File: src/rtl/usb_pkt_rx_pkg.sv
`default_nettype none
// ============================================================================
// Module   : usb_pkt_rx_pkg
// Brief    : Shared constants for the USB packet receiver: SYNC byte, PID
//            codes, CRC polynomials/presets/residuals, FSM state encodings,
//            error codes and byte-wide CRC helper functions.
// Revision : 1.0 - initial release
// ============================================================================
package usb_pkt_rx_pkg;

  localparam logic [7:0]  c_SYNC_BYTE     = 8'h80;

  // PID[3:0] codes
  localparam logic [3:0]  c_PID_OUT       = 4'h1;
  localparam logic [3:0]  c_PID_IN        = 4'h9;
  localparam logic [3:0]  c_PID_SOF       = 4'h5;
  localparam logic [3:0]  c_PID_SETUP     = 4'hD;
  localparam logic [3:0]  c_PID_DATA0     = 4'h3;
  localparam logic [3:0]  c_PID_DATA1     = 4'hB;
  localparam logic [3:0]  c_PID_ACK       = 4'h2;
  localparam logic [3:0]  c_PID_NAK       = 4'hA;
  localparam logic [3:0]  c_PID_STALL     = 4'hE;

  // CRC definitions (bit 4 / bit 15 holds the highest-order coefficient)
  localparam logic [4:0]  c_CRC5_POLY     = 5'b00101;
  localparam logic [4:0]  c_CRC5_PRESET   = 5'h1F;
  localparam logic [4:0]  c_CRC5_RESID    = 5'b01100;
  localparam logic [15:0] c_CRC16_POLY    = 16'h8005;
  localparam logic [15:0] c_CRC16_PRESET  = 16'hFFFF;
  localparam logic [15:0] c_CRC16_RESID   = 16'h800D;

  // err_code values
  localparam logic [2:0]  c_ERR_NONE      = 3'd0;
  localparam logic [2:0]  c_ERR_PID       = 3'd1;
  localparam logic [2:0]  c_ERR_CRC       = 3'd2;
  localparam logic [2:0]  c_ERR_LEN       = 3'd3;
  localparam logic [2:0]  c_ERR_UNEXP     = 3'd4;
  localparam logic [2:0]  c_ERR_EOP       = 3'd5;

  // FSM state encodings
  localparam logic [2:0]  ST_IDLE         = 3'd0;
  localparam logic [2:0]  ST_PID          = 3'd1;
  localparam logic [2:0]  ST_TOKEN        = 3'd2;
  localparam logic [2:0]  ST_DATA         = 3'd3;
  localparam logic [2:0]  ST_HSHK         = 3'd4;
  localparam logic [2:0]  ST_DRAIN        = 3'd5;

  // Advance CRC5 by one byte, LSB first (wire order)
  function automatic logic [4:0] crc5_byte(input logic [4:0] crc, input logic [7:0] d);
    logic [4:0] c;
    c = crc;
    for (int i = 0; i < 8; i++) begin
      if (c[4] ^ d[i]) c = {c[3:0], 1'b0} ^ c_CRC5_POLY;
      else             c = {c[3:0], 1'b0};
    end
    return c;
  endfunction

  // Advance CRC16 by one byte, LSB first (wire order)
  function automatic logic [15:0] crc16_byte(input logic [15:0] crc, input logic [7:0] d);
    logic [15:0] c;
    c = crc;
    for (int i = 0; i < 8; i++) begin
      if (c[15] ^ d[i]) c = {c[14:0], 1'b0} ^ c_CRC16_POLY;
      else              c = {c[14:0], 1'b0};
    end
    return c;
  endfunction

endpackage
`default_nettype wire

File: src/rtl/usb_pkt_rx_crc16.sv
`default_nettype none
// ============================================================================
// Module   : usb_pkt_rx_crc16
// Brief    : Byte-wide CRC16 register (poly 0x8005, preset 0xFFFF). Also
//            exposes the value it will hold after the current byte so that
//            an EOP arriving with the last byte can be checked immediately.
// Revision : 1.0 - initial release
// ============================================================================
module usb_pkt_rx_crc16
  import usb_pkt_rx_pkg::*;
(
  input  logic        clk,
  input  logic        rst,
  input  logic        i_clr,
  input  logic        i_en,
  input  logic [7:0]  i_data,
  output logic [15:0] o_crc,
  output logic [15:0] o_crc_nxt
);

  logic [15:0] r_crc;

  assign o_crc_nxt = i_en ? crc16_byte(r_crc, i_data) : r_crc;
  assign o_crc     = r_crc;

  // CRC register: preset on reset/clear, otherwise follow the next value
  always_ff @(posedge clk) begin
    if (rst || i_clr) r_crc <= c_CRC16_PRESET;
    else              r_crc <= o_crc_nxt;
  end

endmodule
`default_nettype wire

File: src/rtl/usb_pkt_rx.sv
`default_nettype none
// ============================================================================
// Module   : usb_pkt_rx
// Brief    : Packet-level USB receiver. Frames SYNC..EOP, validates the PID,
//            checks CRC5 (tokens) / CRC16 (data), streams data payload with
//            the CRC bytes stripped and reports one status per packet.
// Revision : 1.0 - initial release
// ============================================================================
module usb_pkt_rx
  import usb_pkt_rx_pkg::*;
#(
  parameter int MAX_LEN = 64
)(
  input  logic       clk,
  input  logic       rst,
  input  logic       i_rx_ready,
  input  logic       i_rx_eop,
  input  logic [7:0] i_rx_data,
  output logic       o_pkt_start,
  output logic [3:0] o_pid,
  output logic [6:0] o_tok_addr,
  output logic [3:0] o_tok_endp,
  output logic       o_dat_valid,
  output logic [7:0] o_dat_byte,
  output logic       o_pkt_done,
  output logic       o_pkt_ok,
  output logic [2:0] o_err_code
);

  localparam int             CNT_W     = $clog2(MAX_LEN + 3);
  localparam logic [CNT_W-1:0] c_TWO     = CNT_W'(2);
  localparam logic [CNT_W-1:0] c_LEN_LIM = CNT_W'(MAX_LEN + 2);

  logic [2:0]       r_state, w_st_b, w_st_n;
  logic [CNT_W-1:0] r_cnt, w_cnt_b;
  logic             r_over, w_over_b;
  logic [2:0]       r_err, w_err_b, w_err;
  logic [4:0]       r_crc5, w_crc5_b;
  logic [7:0]       r_d0, r_d1, r_tok0, r_tok1, w_tok0, w_tok1;
  logic [15:0]      w_crc16, w_crc16_nxt, w_crc16_chk;
  logic             w_pid_ok, w_byte_tok, w_byte_dat;
  logic             w_pkt_start, w_emit, w_done;

  assign w_pid_ok   = (i_rx_data[7:4] == ~i_rx_data[3:0]);
  assign w_byte_tok = i_rx_ready && (r_state == ST_TOKEN);
  assign w_byte_dat = i_rx_ready && (r_state == ST_DATA);

  // Byte-level datapath values as they stand after this cycle's byte
  assign w_cnt_b     = (i_rx_ready && (r_state == ST_TOKEN || r_state == ST_DATA) && r_cnt != '1)
                       ? r_cnt + 1'b1 : r_cnt;
  assign w_over_b    = r_over || (w_byte_dat && r_cnt >= c_LEN_LIM);
  assign w_crc5_b    = w_byte_tok ? crc5_byte(r_crc5, i_rx_data) : r_crc5;
  assign w_tok0      = (w_byte_tok && r_cnt == '0)         ? i_rx_data : r_tok0;
  assign w_tok1      = (w_byte_tok && r_cnt == CNT_W'(1))  ? i_rx_data : r_tok1;
  assign w_crc16_chk = w_byte_dat ? w_crc16_nxt : w_crc16;

  usb_pkt_rx_crc16 u_crc16 (
    .clk       (clk),
    .rst       (rst),
    .i_clr     (w_st_n != ST_DATA),
    .i_en      (w_byte_dat),
    .i_data    (i_rx_data),
    .o_crc     (w_crc16),
    .o_crc_nxt (w_crc16_nxt)
  );

  // State register
  always_ff @(posedge clk) begin
    if (rst) r_state <= ST_IDLE;
    else     r_state <= w_st_n;
  end

  // Next state: apply the byte first, then a same-cycle EOP on the result
  always_comb begin
    w_st_b  = r_state;
    w_err_b = r_err;
    if (i_rx_ready) begin
      case (r_state)
        ST_IDLE: if (i_rx_data == c_SYNC_BYTE) w_st_b = ST_PID;
        ST_PID: begin
          if (!w_pid_ok) begin
            w_st_b  = ST_DRAIN;
            w_err_b = c_ERR_PID;
          end else begin
            case (i_rx_data[1:0])
              2'b01:   w_st_b = ST_TOKEN;
              2'b11:   w_st_b = ST_DATA;
              default: w_st_b = ST_HSHK;
            endcase
          end
        end
        ST_HSHK: begin
          w_st_b  = ST_DRAIN;
          w_err_b = c_ERR_UNEXP;
        end
        default: w_st_b = r_state;
      endcase
    end
    w_st_n = w_st_b;
    if (i_rx_eop && w_st_b != ST_IDLE) w_st_n = ST_IDLE;
  end

  // Output decode: strobes and the final error code of the packet
  always_comb begin
    w_pkt_start = i_rx_ready && (r_state == ST_PID) && w_pid_ok;
    w_emit      = w_byte_dat && (r_cnt >= c_TWO) && (r_cnt < c_LEN_LIM);
    w_done      = i_rx_eop && (w_st_b != ST_IDLE);
    w_err       = c_ERR_NONE;
    case (w_st_b)
      ST_PID:   w_err = c_ERR_EOP;
      ST_TOKEN: begin
        // length is reported in preference to a CRC failure
        if (w_cnt_b != c_TWO)               w_err = c_ERR_LEN;
        else if (w_crc5_b != c_CRC5_RESID)  w_err = c_ERR_CRC;
      end
      ST_DATA: begin
        if (w_cnt_b < c_TWO || w_over_b)    w_err = c_ERR_LEN;
        else if (w_crc16_chk != c_CRC16_RESID) w_err = c_ERR_CRC;
      end
      ST_DRAIN: w_err = w_err_b;
      default:  w_err = c_ERR_NONE;
    endcase
  end

  // Per-packet datapath: counters, CRC5, delay line, token bytes
  always_ff @(posedge clk) begin
    if (rst) begin
      r_cnt  <= '0;
      r_over <= 1'b0;
      r_err  <= c_ERR_NONE;
      r_crc5 <= c_CRC5_PRESET;
      r_d0   <= '0;
      r_d1   <= '0;
      r_tok0 <= '0;
      r_tok1 <= '0;
    end else begin
      r_cnt  <= (w_st_n == ST_TOKEN || w_st_n == ST_DATA) ? w_cnt_b : '0;
      r_over <= (w_st_n == ST_DATA) ? w_over_b : 1'b0;
      r_err  <= (w_st_n == ST_DRAIN) ? w_err_b : c_ERR_NONE;
      r_crc5 <= (w_st_n == ST_TOKEN) ? w_crc5_b : c_CRC5_PRESET;
      r_tok0 <= w_tok0;
      r_tok1 <= w_tok1;
      if (w_byte_dat) begin
        r_d1 <= r_d0;
        r_d0 <= i_rx_data;
      end
    end
  end

  // Registered outputs
  always_ff @(posedge clk) begin
    if (rst) begin
      o_pkt_start <= 1'b0;
      o_pid       <= '0;
      o_tok_addr  <= '0;
      o_tok_endp  <= '0;
      o_dat_valid <= 1'b0;
      o_dat_byte  <= '0;
      o_pkt_done  <= 1'b0;
      o_pkt_ok    <= 1'b0;
      o_err_code  <= c_ERR_NONE;
    end else begin
      o_pkt_start <= w_pkt_start;
      o_dat_valid <= w_emit;
      o_pkt_done  <= w_done;
      o_pkt_ok    <= w_done && (w_err == c_ERR_NONE);
      if (w_pkt_start) o_pid <= i_rx_data[3:0];
      if (w_emit)      o_dat_byte <= r_d1;
      if (w_done) begin
        o_err_code <= w_err;
        if (w_st_b == ST_TOKEN) begin
          o_tok_addr <= w_tok0[6:0];
          o_tok_endp <= {w_tok1[2:0], w_tok0[7]};
        end
      end
    end
  end

endmodule
`default_nettype wire
File: config.mk
export PLATFORM = sky130hd
export DESIGN_NAME = usb_pkt_rx
export DESIGN_NICKNAME = d
export VERILOG_FILES = /design/src/rtl/usb_pkt_rx_pkg.sv /design/src/rtl/usb_pkt_rx_crc16.sv /design/src/rtl/usb_pkt_rx.sv
export SDC_FILE = /design/constraint.sdc
export NUM_CORES = 1
export LEC_CHECK = 0
export CAP_MARGIN = 20
export CORE_MARGIN = 4
export CORE_UTILIZATION = 40
export DETAILED_ROUTE_END_ITERATION = 12
export PLACE_DENSITY = 0.56
export SYNTH_ARGS = -nofsm -noshare
export SYNTH_HDL_FRONTEND = slang
export SYNTH_SLANG_ARGS = --single-unit
File: constraint.sdc
create_clock -name clk -period 6.8 [get_ports clk]
set_clock_uncertainty 0.15 [all_clocks]
set_input_delay 1.36 -clock clk [delete_from_list [all_inputs] [get_ports clk]]
set_output_delay 1.36 -clock clk [all_outputs]
set_load 0.02 [all_outputs]
# Word-level counts from Yosys, hierarchy flattened
# Cells that the tools add are included.
# op_classes
magnitude_cmp	4
bitwise	37
n_reduce_logical	27
mux	36
add_sub_neg	1
n_eq_ne	21
# ops
cell	count
$mux W16	10
$mux W3	15
$not A3 Y3	8
$eq A3 B2 Y1 const B	6
$ne A16 B16 Y1 const B	1
$not A2 Y2	8
$xor A1 B1 Y1	16
$logic_and A1 B1 Y1	13
$pmux W3 S2	2
$pmux W3 S4	1
$eq A3 B3 Y1 const B	3
$pmux W3 S3	1
$eq A8 B8 Y1 const B	1
$mux W2	4
$mux W8	1
$reduce_or A2 Y1	4
$add A7 B1 Y7 const B	1
$eq A7 B1 Y1 const B	1
$ge A7 B2 Y1 const B	1
$ge A7 B7 Y1 const B	1
$logic_not A7 Y1	1
$lt A7 B2 Y1 const B	1
$lt A7 B7 Y1 const B	1
$mux W7	1
15 further kinds	24
# word_totals
register_bits	92

# Logic depth before layout (Yosys ltp)
# Gate-level depths: netlist (run 1).
# depth
ltp_word	24
depth_mapped	10

# Modules after synthesis
# A second synthesis (run 1) with hierarchy kept.
# hier_totals
cells_unflattened	492
hier_area_um2	4583.1
# by_module_without_submodules
mod	area_per_inst_um2	cells_each	seq_area_each_um2	n_inst
usb_pkt_rx	3736.1	408	1521.5	1
usb_pkt_rx_crc16	847.1	84	320.3	1

# Least setup slack after synthesis (run 1)
# No wires, ideal clock.
# synth_path
kind	input-to-reg
from	input port i_rx_data[2]
to	register o_pkt_ok
setup_slack_ns	3.158
t_required_ns	6.563
stages	9
path_buffers	1
arrival_ns	3.405
cell_sequence	buf_4 -> xnor2_2 -> xnor3_1 -> xor3_2 -> o21ai_1 -> or4_1 -> nor4_2 -> o211ai_1 -> nor4b_2
# synth_between
elab_chain_cells	20
elab_cells_between_ends	55
classes_between	8 x eq/ne; 27 x mux; 16 x bitwise; 4 x reduce/logical
# synth_lines
element	line	rtl
from (decl)	usb_pkt_rx.sv:18	input logic [7:0] i_rx_data,
$xor A1 B1 Y1	usb_pkt_rx_pkg.sv:64	if (c[15] ^ d[i]) c = {c[14:0], 1'b0} ^ c_CRC16_POLY;
$mux W16	usb_pkt_rx_pkg.sv:64	
$xor A1 B1 Y1	usb_pkt_rx_pkg.sv:64	
$mux W16	usb_pkt_rx_pkg.sv:64	
$xor A1 B1 Y1	usb_pkt_rx_pkg.sv:64	
$mux W16	usb_pkt_rx_pkg.sv:64	
$xor A1 B1 Y1	usb_pkt_rx_pkg.sv:64	
$mux W16	usb_pkt_rx_pkg.sv:64	
(+4 left out)	n/a	
$mux W16	usb_pkt_rx_crc16.sv:23	assign o_crc_nxt = i_en ? crc16_byte(r_crc, i_data) : r_crc;
$mux W16	usb_pkt_rx.sv:55	assign w_crc16_chk = w_byte_dat ? w_crc16_nxt : w_crc16;
$ne A16 B16 Y1	usb_pkt_rx.sv:118	else if (w_crc16_chk != c_CRC16_RESID) w_err = c_ERR_CRC;
$mux W2	usb_pkt_rx.sv:118	
$mux W2	usb_pkt_rx.sv:117	if (w_cnt_b < c_TWO || w_over_b) w_err = c_ERR_LEN;
$pmux W3 S4	usb_pkt_rx.sv:109	case (w_st_b)
$logic_not A3 Y1	usb_pkt_rx.sv:166	o_pkt_ok <= w_done && (w_err == c_ERR_NONE);
$logic_and A1 B1 Y1 *	usb_pkt_rx.sv:166	
to (signal assigned)	usb_pkt_rx.sv:166	
to (decl)	usb_pkt_rx.sv:26	output logic o_pkt_ok,
# Every way passes the cells marked *; elsewhere a longest branch is shown, timed or not.
# A chain may end at the register's enable or synchronous reset.

# Final worst setup path (run 1)
# layout_path
from	input port i_rx_data[1]
to	register u_crc16.r_crc[5], in the netlist u_crc16.o_crc[5]
# layout_between
elab_chain_cells	12
elab_cells_between_ends	28
classes_between	5 x eq/ne; 14 x mux; 6 x bitwise; 3 x reduce/logical
# layout_lines
element	line	rtl
$xor A1 B1 Y1	usb_pkt_rx_pkg.sv:64	
$mux W16	usb_pkt_rx_pkg.sv:64	
$xor A1 B1 Y1	usb_pkt_rx_pkg.sv:64	
$mux W16	usb_pkt_rx_pkg.sv:64	
$xor A1 B1 Y1	usb_pkt_rx_pkg.sv:64	
$mux W16	usb_pkt_rx_pkg.sv:64	
$xor A1 B1 Y1	usb_pkt_rx_pkg.sv:64	
$mux W16 (4 in a row)	usb_pkt_rx_pkg.sv:64	
$mux W16	usb_pkt_rx_crc16.sv:23	
to (signal assigned)	usb_pkt_rx_crc16.sv:28	if (rst || i_clr) r_crc <= c_CRC16_PRESET;
to (signal assigned)	usb_pkt_rx_crc16.sv:29	else r_crc <= o_crc_nxt;
to (decl)	usb_pkt_rx_crc16.sv:21	logic [15:0] r_crc;
# Several ways; a longest one is shown, not always the timed one.

==> results of run 1 <==
cell type report:
type	instances	share of cell area
Tap cell	136	0.0341
Sequential cell	92	0.369
Inverter	4	0.00301
Clock buffer	9	0.0248
Multi-Input combinational cell	359	0.465
Clock inverter	6	0.0178
Timing Repair Buffer	44	0.0858
per-layer routing:
metal	part of all wire	vias up
li1	-	1707
met1	0.48	1559
met2	0.46	59
met3	0.042	13
met4	0.014	0
met5	0	-
registers in the layout, summed over array words and instances, names as in the netlist, 4 cells and up, named ones only:
name / flops
r_cnt: 7
r_d1: 8
o_tok_addr: 7
o_dat_byte: 8
r_d0: 8
r_tok0: 8
o_pid: 4
r_crc5: 5
o_tok_endp: 4
u_crc16.o_crc: 13
worst max path at each step:
stage	from	to	slack, ps	cells after the start
final	i_rx_data[1]	u_crc16.o_crc[5]	2150	8
after global routing	i_rx_data[1]	u_crc16.o_crc[7]	1880	8
after CTS	i_rx_data[1]	u_crc16.o_crc[5]	2170	8
after detailed placement	i_rx_data[1]	u_crc16.o_crc[5]	1800	8
after global placement	i_rx_data[1]	register	1930	8
after floorplan	i_rx_data[2]	o_pkt_ok	3160	9
power by group through the flow:
| stage | registers [mW] | clock network, mW | logic [mW] |
|---|---|---|---|
| floorplan | 0.551 | 0 | 0.0544 |
| global placement | 0.551 | 0 | 0.0692 |
| detailed placement | 0.551 | 0 | 0.0698 |
| CTS | 0.538 | 0.411 | 0.0700 |
| global route | 0.538 | 0.433 | 0.0747 |
| finish | 0.538 | 0.397 | 0.0697 |
worst register-to-register path, stage by stage (launching register included):
cell and delay (ps):
dfxtp_1 660, nand4b_1 650, nor3_1 350, a32o_1 220, nand3_1 80, or4_1 440
nor4_2 230, o211ai_1 190, nor4b_2 240
cells by family after synthesis:
logic type	synth area share
buffers and inverters	0.0409
AOI/OAI and AO/OA	0.115
muxes	0.0669
and+or+nand+nor	0.225
xor gates and xnor gates	0.116
DFF	0.424
adders and majority gates	0.0115
through the flow:
| step | instance area, um2 | instances | worst slack (ps) | total power [mW] | hold WS, ps |
|---|---|---|---|---|---|
| global route | 4990 | 650 | 1880 | 1.05 | 320 |
| floorplan | 4340 | 489 | 3160 | 0.605 | 282 |
| detailed placement | 4780 | 635 | 1800 | 0.621 | 297 |
| finish | 4990 | 650 | 2150 | 1.01 | 299 |
| CTS | 4990 | 650 | 2170 | 1.02 | 310 |
| global placement | 4780 | 635 | 1930 | 0.620 | 289 |
layout by cell type, fill, tap and decap left out, drive strengths merged, types with 5 or more instances in the layout:
master	count
o21ai	11
a211oi	15
xnor2	28
a21oi	24
nand3	19
nand2	73
clkbuf	9
clkdlybuf4s50	40
or3	5
xor2	12
nor2	65
o211ai	6
nor4	6
mux2i	29
dfxtp	92
inv	5
nor3	14
==> results.py, run 1 <==
metrics = {
    "logic_synthesis": {
        "yosys-top-cells-count": "dfxtp_1 (92), nand2_1 (73), nor2_1 (65), mux2i_1 (29), xnor2_1 (24)",
        "ys.flop_type": "dfxtp_1",
        "ys_top_cells_by_area": "dfxtp_1 (42%), mux2i_1 (6.7%), nand2_1 (6.3%)",
        "syn_area_um2": 4340,
        "ys_seq_elements": 92,
        "synth_cell_types": 54,
        "synth_edf_count": 0,
        "syn_nets": 505,
        "ys_seq_area_frac": 0.424,
        "syn_inst": 489,
        "yosys.area.top_type": "dfxtp_1",
        "synth_most_common_cell": "dfxtp_1",
        "synth_top_area_frac": 0.424,
        "avgSynthCellArea_um2": 8.88,
        "ys_async_sr_fraction": 0,
        "yosys_warnings": 0,
    },
    "timing": {
        "drv_slew": 0,
        "worst_slew_pin_slew_ps": 913,
        "finalSetupTns_ps": 0,
        "period_share": 0.683,
        "rsz0062_at_grt": "false",
        "fmax_mhz": 215,
        "slew_headroom": 0.389,
        "setup_viol": 0,
        "hold_violations": 0,
        "period_needed_ps": 4650,
    },
    "layout": {
        "final_util": 0.477,
        "area_growth_pct": 14.9,
        "finalNetCount": 526,
        "drive_gt1_frac": 0.0759,
        "regArea_um2": 1840,
        "multi_input_area_um2": 2320,
        "fillers": 1049,
        "diodes": 0,
    },
    "route": {
        "totalWireLength_um": 9650,
        "routed_via_density": 5.14,
        "wl_per_cell_um": 14.8,
        "vias": 3338,
        "firstDrtPassIters": 4,
        "drc_errors": 0,
        "drtIter0Drc": 214,
        "ant_nets": 0,
    },
    "worst_setup_path": {
        "critPathArrivalTime_ps": 4680,
        "path_max_fanout": 14,
        "max_stage_delay_ps": 810,
        "crit_buf_inv": 1,
        "worstReg2RegStart": "r_state[0]",
        "slowest_stage": "nor2_1",
        "reg2regPathDepth": 8,
        "reg2reg_slack_ps": 3510,
        "regToRegEndpoint": "o_pkt_ok",
        "critPathLaunchType": "input port",
        "path_class": "input port to register",
        "critPathCaptureType": "register",
        "cp.required_ps": 6830,
        "path_cells": "clkdlybuf4s50_1, xnor2_1, nor4_1, nand3_1, a21oi_1, nand2_1, nor2_1, o211ai_1",
        "cp_top_family": "simple AND/OR/NAND/NOR gates",
    },
    "placement": {
        "hpwlAfterDp_um": 6790,
        "place.gp.congestion": 0.857,
        "io_buffers": 41,
    },
    "cts": {
        "root_buffer": "clkbuf_8",
        "postCtsResizedCells": 0,
        "postCtsHoldBufs": 0,
        "cts_buffer_depth": 2,
        "clock_latency_ps": 360,
        "htreeDepth": 3,
        "cts_tree": "built",
        "clock_sinks": 92,
        "cts_made_buffers": 9,
        "path_clk_slew_ps": 90,
        "cts_setup_buffers": 0,
    },
    "global_routing": {
        "globalRouteMet2Util": 0.242,
        "overflow": 0,
        "antenna_found_initial": 0,
        "grt_usage": 0.157,
        "grt_first_pass_wirelength_um": 16300,
        "gr-max-usage-layer": "met2",
        "use_met1": 0.215,
        "grt_max_degree": 62,
        "grt.met3_usage": 0.0377,
        "grt_pass1_vias": 3235,
    },
    "floorplan": {
        "dieHeight_um": 112,
        "core_um2": 10500,
        "die_area_um2": 12600,
        "rows": 37,
        "num_io_pins": 42,
        "die_w_um": 112,
        "start_util": 0.415,
    },
    "power_and_ir_drop": {
        "power_frac_seq": 0.535,
        "p_per_area_nw_per_um2": 202,
        "p_int_mw": 0.775,
        "ir_worst_vdd_v": 0.000147,
        "swShare": 0.229,
        "netSwitchingPower_mw": 0.231,
        "p_leak_nw": 1.93,
        "comb_power_share": 0.069,
        "clockPowerShare": 0.395,
    },
    "run": {
        "drv_cap": 0,
    },
    "hold_path": {
        "min_path_type": "register to register",
        "whs_endpoint": "r_d1[1]",
        "hold_start": "r_d0[1]",
        "hold_depth": 2,
    },
    "status": {
        "status": "completed",
    },
}
(Power assumes the default switching activity.)
==> inputs of run 2 (changes only) <==
- clock period: 6.8 -> 4.5 ns (I/O delays scaled with it)
==> run 2 against run 1 <==
Die area unchanged. Core utilization up 0.44 points. Design area up 0.93%. Sequential cell count unchanged. Worst setup slack worse by 1300 ps. Clock power up 43%. Critical path type unchanged.
==> results.py, run 2 (synthesized netlist as in run 1, its figures left out) <==
metrics = {
    "timing": {
        "drv_slew": 0,
        "rsz0062_at_grt": "false",
        "finalSetupTns_ps": 0,
        "hold_violations": 0,
        "period_needed_ps": 3680,
        "period_share": 0.818,
        "setup_viol": 0,
        "worst_slew_pin_slew_ps": 625,
        "slew_headroom": 0.582,
        "fmax_mhz": 272,
    },
    "layout": {
        "fillers": 1052,
        "mostFrequentLayoutCells": "dfxtp_1 (92), nand2_1 (73), nor2_1 (65)",
        "drive_gt1_frac": 0.0899,
        "final_util": 0.481,
        "stdcell_area_um2": 5030,
        "largest_reg_flops": 13,
        "area_growth_pct": 16.0,
        "diodes": 0,
        "finalNetCount": 534,
        "mostFrequentLayoutCell": "dfxtp_1",
    },
    "worst_setup_path": {
        "path_class": "input port to register",
        "cp_top_family": "XOR/XNOR gates",
        "critPathArrivalTime_ps": 3810,
        "path_cells": "clkdlybuf4s50_1, xnor2_2, xnor3_1, xor3_2, o21ai_1, or4_1, nor4_2, o211ai_1, nor4b_2",
        "slowest_stage": "clkdlybuf4s50_1",
        "critPathCaptureType": "register",
        "critPathLaunchType": "input port",
        "path_max_fanout": 8,
        "max_stage_delay_ps": 650,
        "cp.required_ps": 4630,
        "crit_buf_inv": 1,
    },
    "cts": {
        "postCtsHoldBufs": 0,
        "htreeDepth": 3,
        "cts_made_buffers": 9,
        "postCtsResizedCells": 0,
        "cts_buffer_depth": 2,
        "clock_sinks": 92,
        "cts_setup_buffers": 0,
        "cts_tree": "built",
        "path_clk_slew_ps": 100,
        "clock_latency_ps": 360,
        "root_buffer": "clkbuf_8",
    },
    "global_routing": {
        "overflow": 0,
        "grt_usage": 0.160,
        "grt_first_pass_wirelength_um": 16700,
        "grt_max_degree": 61,
        "antenna_found_initial": 0,
        "grt_pass1_vias": 3379,
    },
    "placement": {
        "hpwlAfterDp_um": 7050,
        "place.gp.congestion": 0.840,
        "io_buffers": 41,
        "place_area_um2": 4840,
    },
    "route": {
        "drc_errors": 0,
        "routed_via_density": 5.14,
        "drtIter0Drc": 133,
        "firstDrtPassIters": 4,
        "wl_per_cell_um": 14.9,
        "totalWireLength_um": 9820,
        "ant_nets": 0,
        "vias": 3389,
    },
    "floorplan": {
        "dieHeight_um": 112,
        "num_io_pins": 42,
        "die_w_um": 112,
        "start_util": 0.415,
        "core_um2": 10500,
        "rows": 37,
        "die_area_um2": 12600,
    },
    "hold_path": {
        "min_path_type": "register to register",
    },
    "run": {
        "drv_cap": 0,
    },
    "status": {
        "status": "completed",
    },
    "power_and_ir_drop": {
        "p_per_area_nw_per_um2": 296,
        "p_leak_nw": 1.96,
        "ir_worst_vdd_v": 0.000160,
    },
}
## run 2: changes by cell type in the layout (fill, tap and decap cells not counted)
cell / previous run / this run
buf_4: 3 / 11
inv_6: 1 / 3
bufinv_16: 2 / 1
clkbuf_1: 0 / 1
clkinv_2: 1 / 0
## run 2: layer usage
layer / vias up / wire length [um] / track usage
met4: 0 / 91 / 0.0369
met2: 59 / 4610 / 0.259
met1: 1599 / 4710 / 0.219
met3: 8 / 409 / 0.0367
met5: - / 0 / 0
li1: 1723 / - / -
## run 2: final cells by class
type | instances | area [um2] | share of cell area
sequential | 92 | 1840 | 0.366
timing repair buffer | 52 | 488 | 0.0969
clock inverter | 6 | 71.3 | 0.0142
inverter | 4 | 15.0 | 0.00298
clock buffer | 10 | 128 | 0.0253
multi-input combinational | 359 | 2320 | 0.461
tap | 136 | 170 | 0.0338
## run 2: path summary, 6_finish.rpt
kind	slack (ps)	startpoint	depth (start not counted)	end
max	820	i_rx_data[2]	9	o_pkt_ok
min	310	r_d1[6]	2	r_d1[6]
min reg2reg	310	r_d1[6]	2	r_d1[6]
max reg2reg	1400	r_state[0]	8	o_pkt_ok
## run 2: tightest hold or removal path: stages, from the launching register on
cell     delay, ps
dfxtp_1        320
nand2_1         50
a21oi_1         50
## run 2: per-stage QoR
stage | setup WS (ps) | total power [mW] | std cells | hold WS (ps)
2_1_floorplan | 1320 | 0.915 | 489 | 282
3_3_place_gp | 498 | 0.939 | 643 | 294
3_5_place_dp | 440 | 0.941 | 643 | 300
4_1_cts | 816 | 1.51 | 659 | 314
5_1_grt | 674 | 1.55 | 659 | 329
6_report | 818 | 1.49 | 659 | 311
## run 2: where the power goes
| group | switching [mW] | internal [mW] |
|---|---|---|
| Sequential | 0.0000740 | 0.813 |
| Clock | 0.306 | 0.263 |
| Combinational | 0.0590 | 0.0490 |
| Total | 0.365 | 1.13 |
==> inputs of run 3 (changes only) <==
- clock period: 4.5 -> 3.7 ns (I/O delays scaled with it)
==> run 3 against run 2 <==
Worst setup slack got worse by 450 ps. Design area rose by 4.0%. Sequential share of layout area down 1.4 points. Register-to-register slack got worse by 810 ps. Critical path depth unchanged. Non-clock buffer count rose by 20. Clock power up 33%. Die area is the same. Routed wire length increased by 3.0%. Core utilization is 1.9 points higher. Sequential power is 22% higher. Sequential cell count unchanged. Highest routed layer unchanged.
==> results.py, run 3 (synthesized netlist as in run 1, its figures left out) <==
metrics = {
    "run": {
        "drv_cap": 0,
    },
    "route": {
        "totalWireLength_um": 10100,
        "routed_via_density": 5.23,
        "firstDrtPassIters": 4,
        "vias": 3548,
        "drc_errors": 0,
        "drtIter0Drc": 131,
        "ant_nets": 0,
        "wl_per_cell_um": 14.9,
    },
    "hold_path": {
        "whs_endpoint": "r_d1[2]",
        "min_path_type": "register to register",
        "hold_start": "r_d1[2]",
        "hold_depth": 2,
    },
    "layout": {
        "drive_gt1_frac": 0.125,
        "finalNetCount": 554,
        "mostFrequentLayoutCell": "dfxtp_1",
        "area_growth_pct": 20.6,
        "fin_cells": 679,
        "diodes": 0,
        "mostFrequentLayoutCells": "dfxtp_1 (92), nand2_1 (73), nor2_1 (65)",
        "fillers": 1030,
        "largest_reg_flops": 13,
    },
    "worst_setup_path": {
        "path_cells": "clkdlybuf4s50_1, xnor2_2, xnor3_1, xor3_2, o21ai_1, or4_1, nor4_2, o211ai_1, nor4b_2",
        "crit_buf_inv": 1,
        "path_max_fanout": 5,
        "reg2regPathDepth": 9,
        "cp.required_ps": 3840,
        "worstReg2RegStart": "r_cnt[0]",
        "reg2reg_slack_ps": 590,
        "slowest_stage": "or4_1",
        "critPathCaptureType": "register",
        "cp_top_family": "XOR/XNOR gates",
        "critPathArrivalTime_ps": 3470,
        "path_class": "input port to register",
        "regToRegEndpoint": "o_pkt_ok",
        "cp-startpoint": "i_rx_data[2]",
        "max_stage_delay_ps": 520,
        "critPathLaunchType": "input port",
    },
    "cts": {
        "cts_tree": "built",
        "cts_buffer_depth": 2,
        "postCtsHoldBufs": 0,
        "clock_latency_ps": 370,
        "cts_made_buffers": 9,
        "clock_sinks": 92,
        "path_clk_slew_ps": 90,
        "cts_setup_buffers": 0,
        "postCtsResizedCells": 0,
        "root_buffer": "clkbuf_8",
        "htreeDepth": 3,
    },
    "power_and_ir_drop": {
        "p_total_mw": 1.89,
        "p_per_area_nw_per_um2": 360,
        "ir_worst_vdd_v": 0.000194,
        "p_leak_nw": 2.08,
    },
    "placement": {
        "dp.cells": 663,
        "hpwlAfterDp_um": 7460,
        "place.gp.congestion": 0.871,
        "io_buffers": 41,
    },
    "status": {
        "status": "completed",
    },
    "floorplan": {
        "dieHeight_um": 112,
        "core_um2": 10500,
        "rows": 37,
        "num_io_pins": 42,
        "start_util": 0.415,
        "die_w_um": 112,
        "die_area_um2": 12600,
    },
    "global_routing": {
        "grt_first_pass_wirelength_um": 17300,
        "antenna_found_initial": 0,
        "grt_usage": 0.169,
        "grt_pass1_vias": 3496,
        "grt_max_degree": 33,
        "overflow": 0,
    },
    "timing": {
        "period_needed_ps": 3340,
        "drv_slew": 0,
        "worst_slew_pin_slew_ps": 595,
        "setup_viol": 0,
        "hold_slack_ps": 308,
        "slew_headroom": 0.603,
        "period_share": 0.902,
        "fmax_mhz": 300,
        "hold_violations": 0,
        "rsz0062_at_grt": "false",
    },
}
[run 3: changes by cell type in the layout (fill, tap and decap cells not counted), sizes merged]
cell,change
clkinvlp,-1
inv,-2
clkbuf,-1
buf,+20
clkinv,+3
bufinv,+1
[run 3: report_power, final]
part	total (mW)	leakage, nW	internal [mW]	switching [mW]
Sequential	0.989	0.741	0.989	0.0000511
Combinational	0.140	1.23	0.0670	0.0732
Clock	0.756	0.110	0.384	0.372
Total	1.89	2.08	1.44	0.445
[run 3: layer usage]
layer | GRT usage | vias up | part of all wire | wire [um]
met5 | 0 | - | 0 | 0
met4 | 0.0577 | 0 | 0.020 | 201
met3 | 0.0420 | 20 | 0.036 | 365
met2 | 0.262 | 78 | 0.45 | 4600
met1 | 0.230 | 1673 | 0.49 | 4960
li1 | - | 1777 | - | -
[run 3: stage by stage]
| step | TNS, ps | instance area [um2] | util | setup slack (ps) |
|---|---|---|---|---|
| floorplan | 0 | 4340 | - | 678 |
| global placement | 0 | 5010 | 0.479 | 24.5 |
| detailed placement | -9.04 | 5010 | 0.479 | -9.04 |
| CTS | 0 | 5230 | 0.500 | 372 |
| global route | 0 | 5230 | 0.500 | 225 |
| finish | 0 | 5230 | 0.500 | 364 |
[run 3: worst min-delay path, delay by kind of cell (launching register included)]
family	cells	cell delay, ps
and+or+nand+nor	1	50
DFF	1	320
AOI/OAI and AO/OA	1	50
[run 3: worst max-delay path by stage]
stage	endpoint	slack (ps)	cells past startpoint
2_1_floorplan	o_pkt_ok	680	9
3_3_place_gp	o_err_code[1]	20	9
3_5_place_dp	o_pkt_ok	-9	9
4_1_cts	o_pkt_ok	370	9
5_1_grt	o_pkt_ok	230	9
6_report	o_pkt_ok	360	9
[run 3: final cells by class]
cell class                      instances  area [um2]  area share
Multi-Input combinational cell        359        2320       0.443
Sequential cell                        92        1840       0.352
Timing Repair Buffer                   72         663       0.127
Tap cell                              136         170      0.0325
Clock buffer                            9         124      0.0237
Clock inverter                          7        98.8      0.0189
Inverter                                4        15.0     0.00287
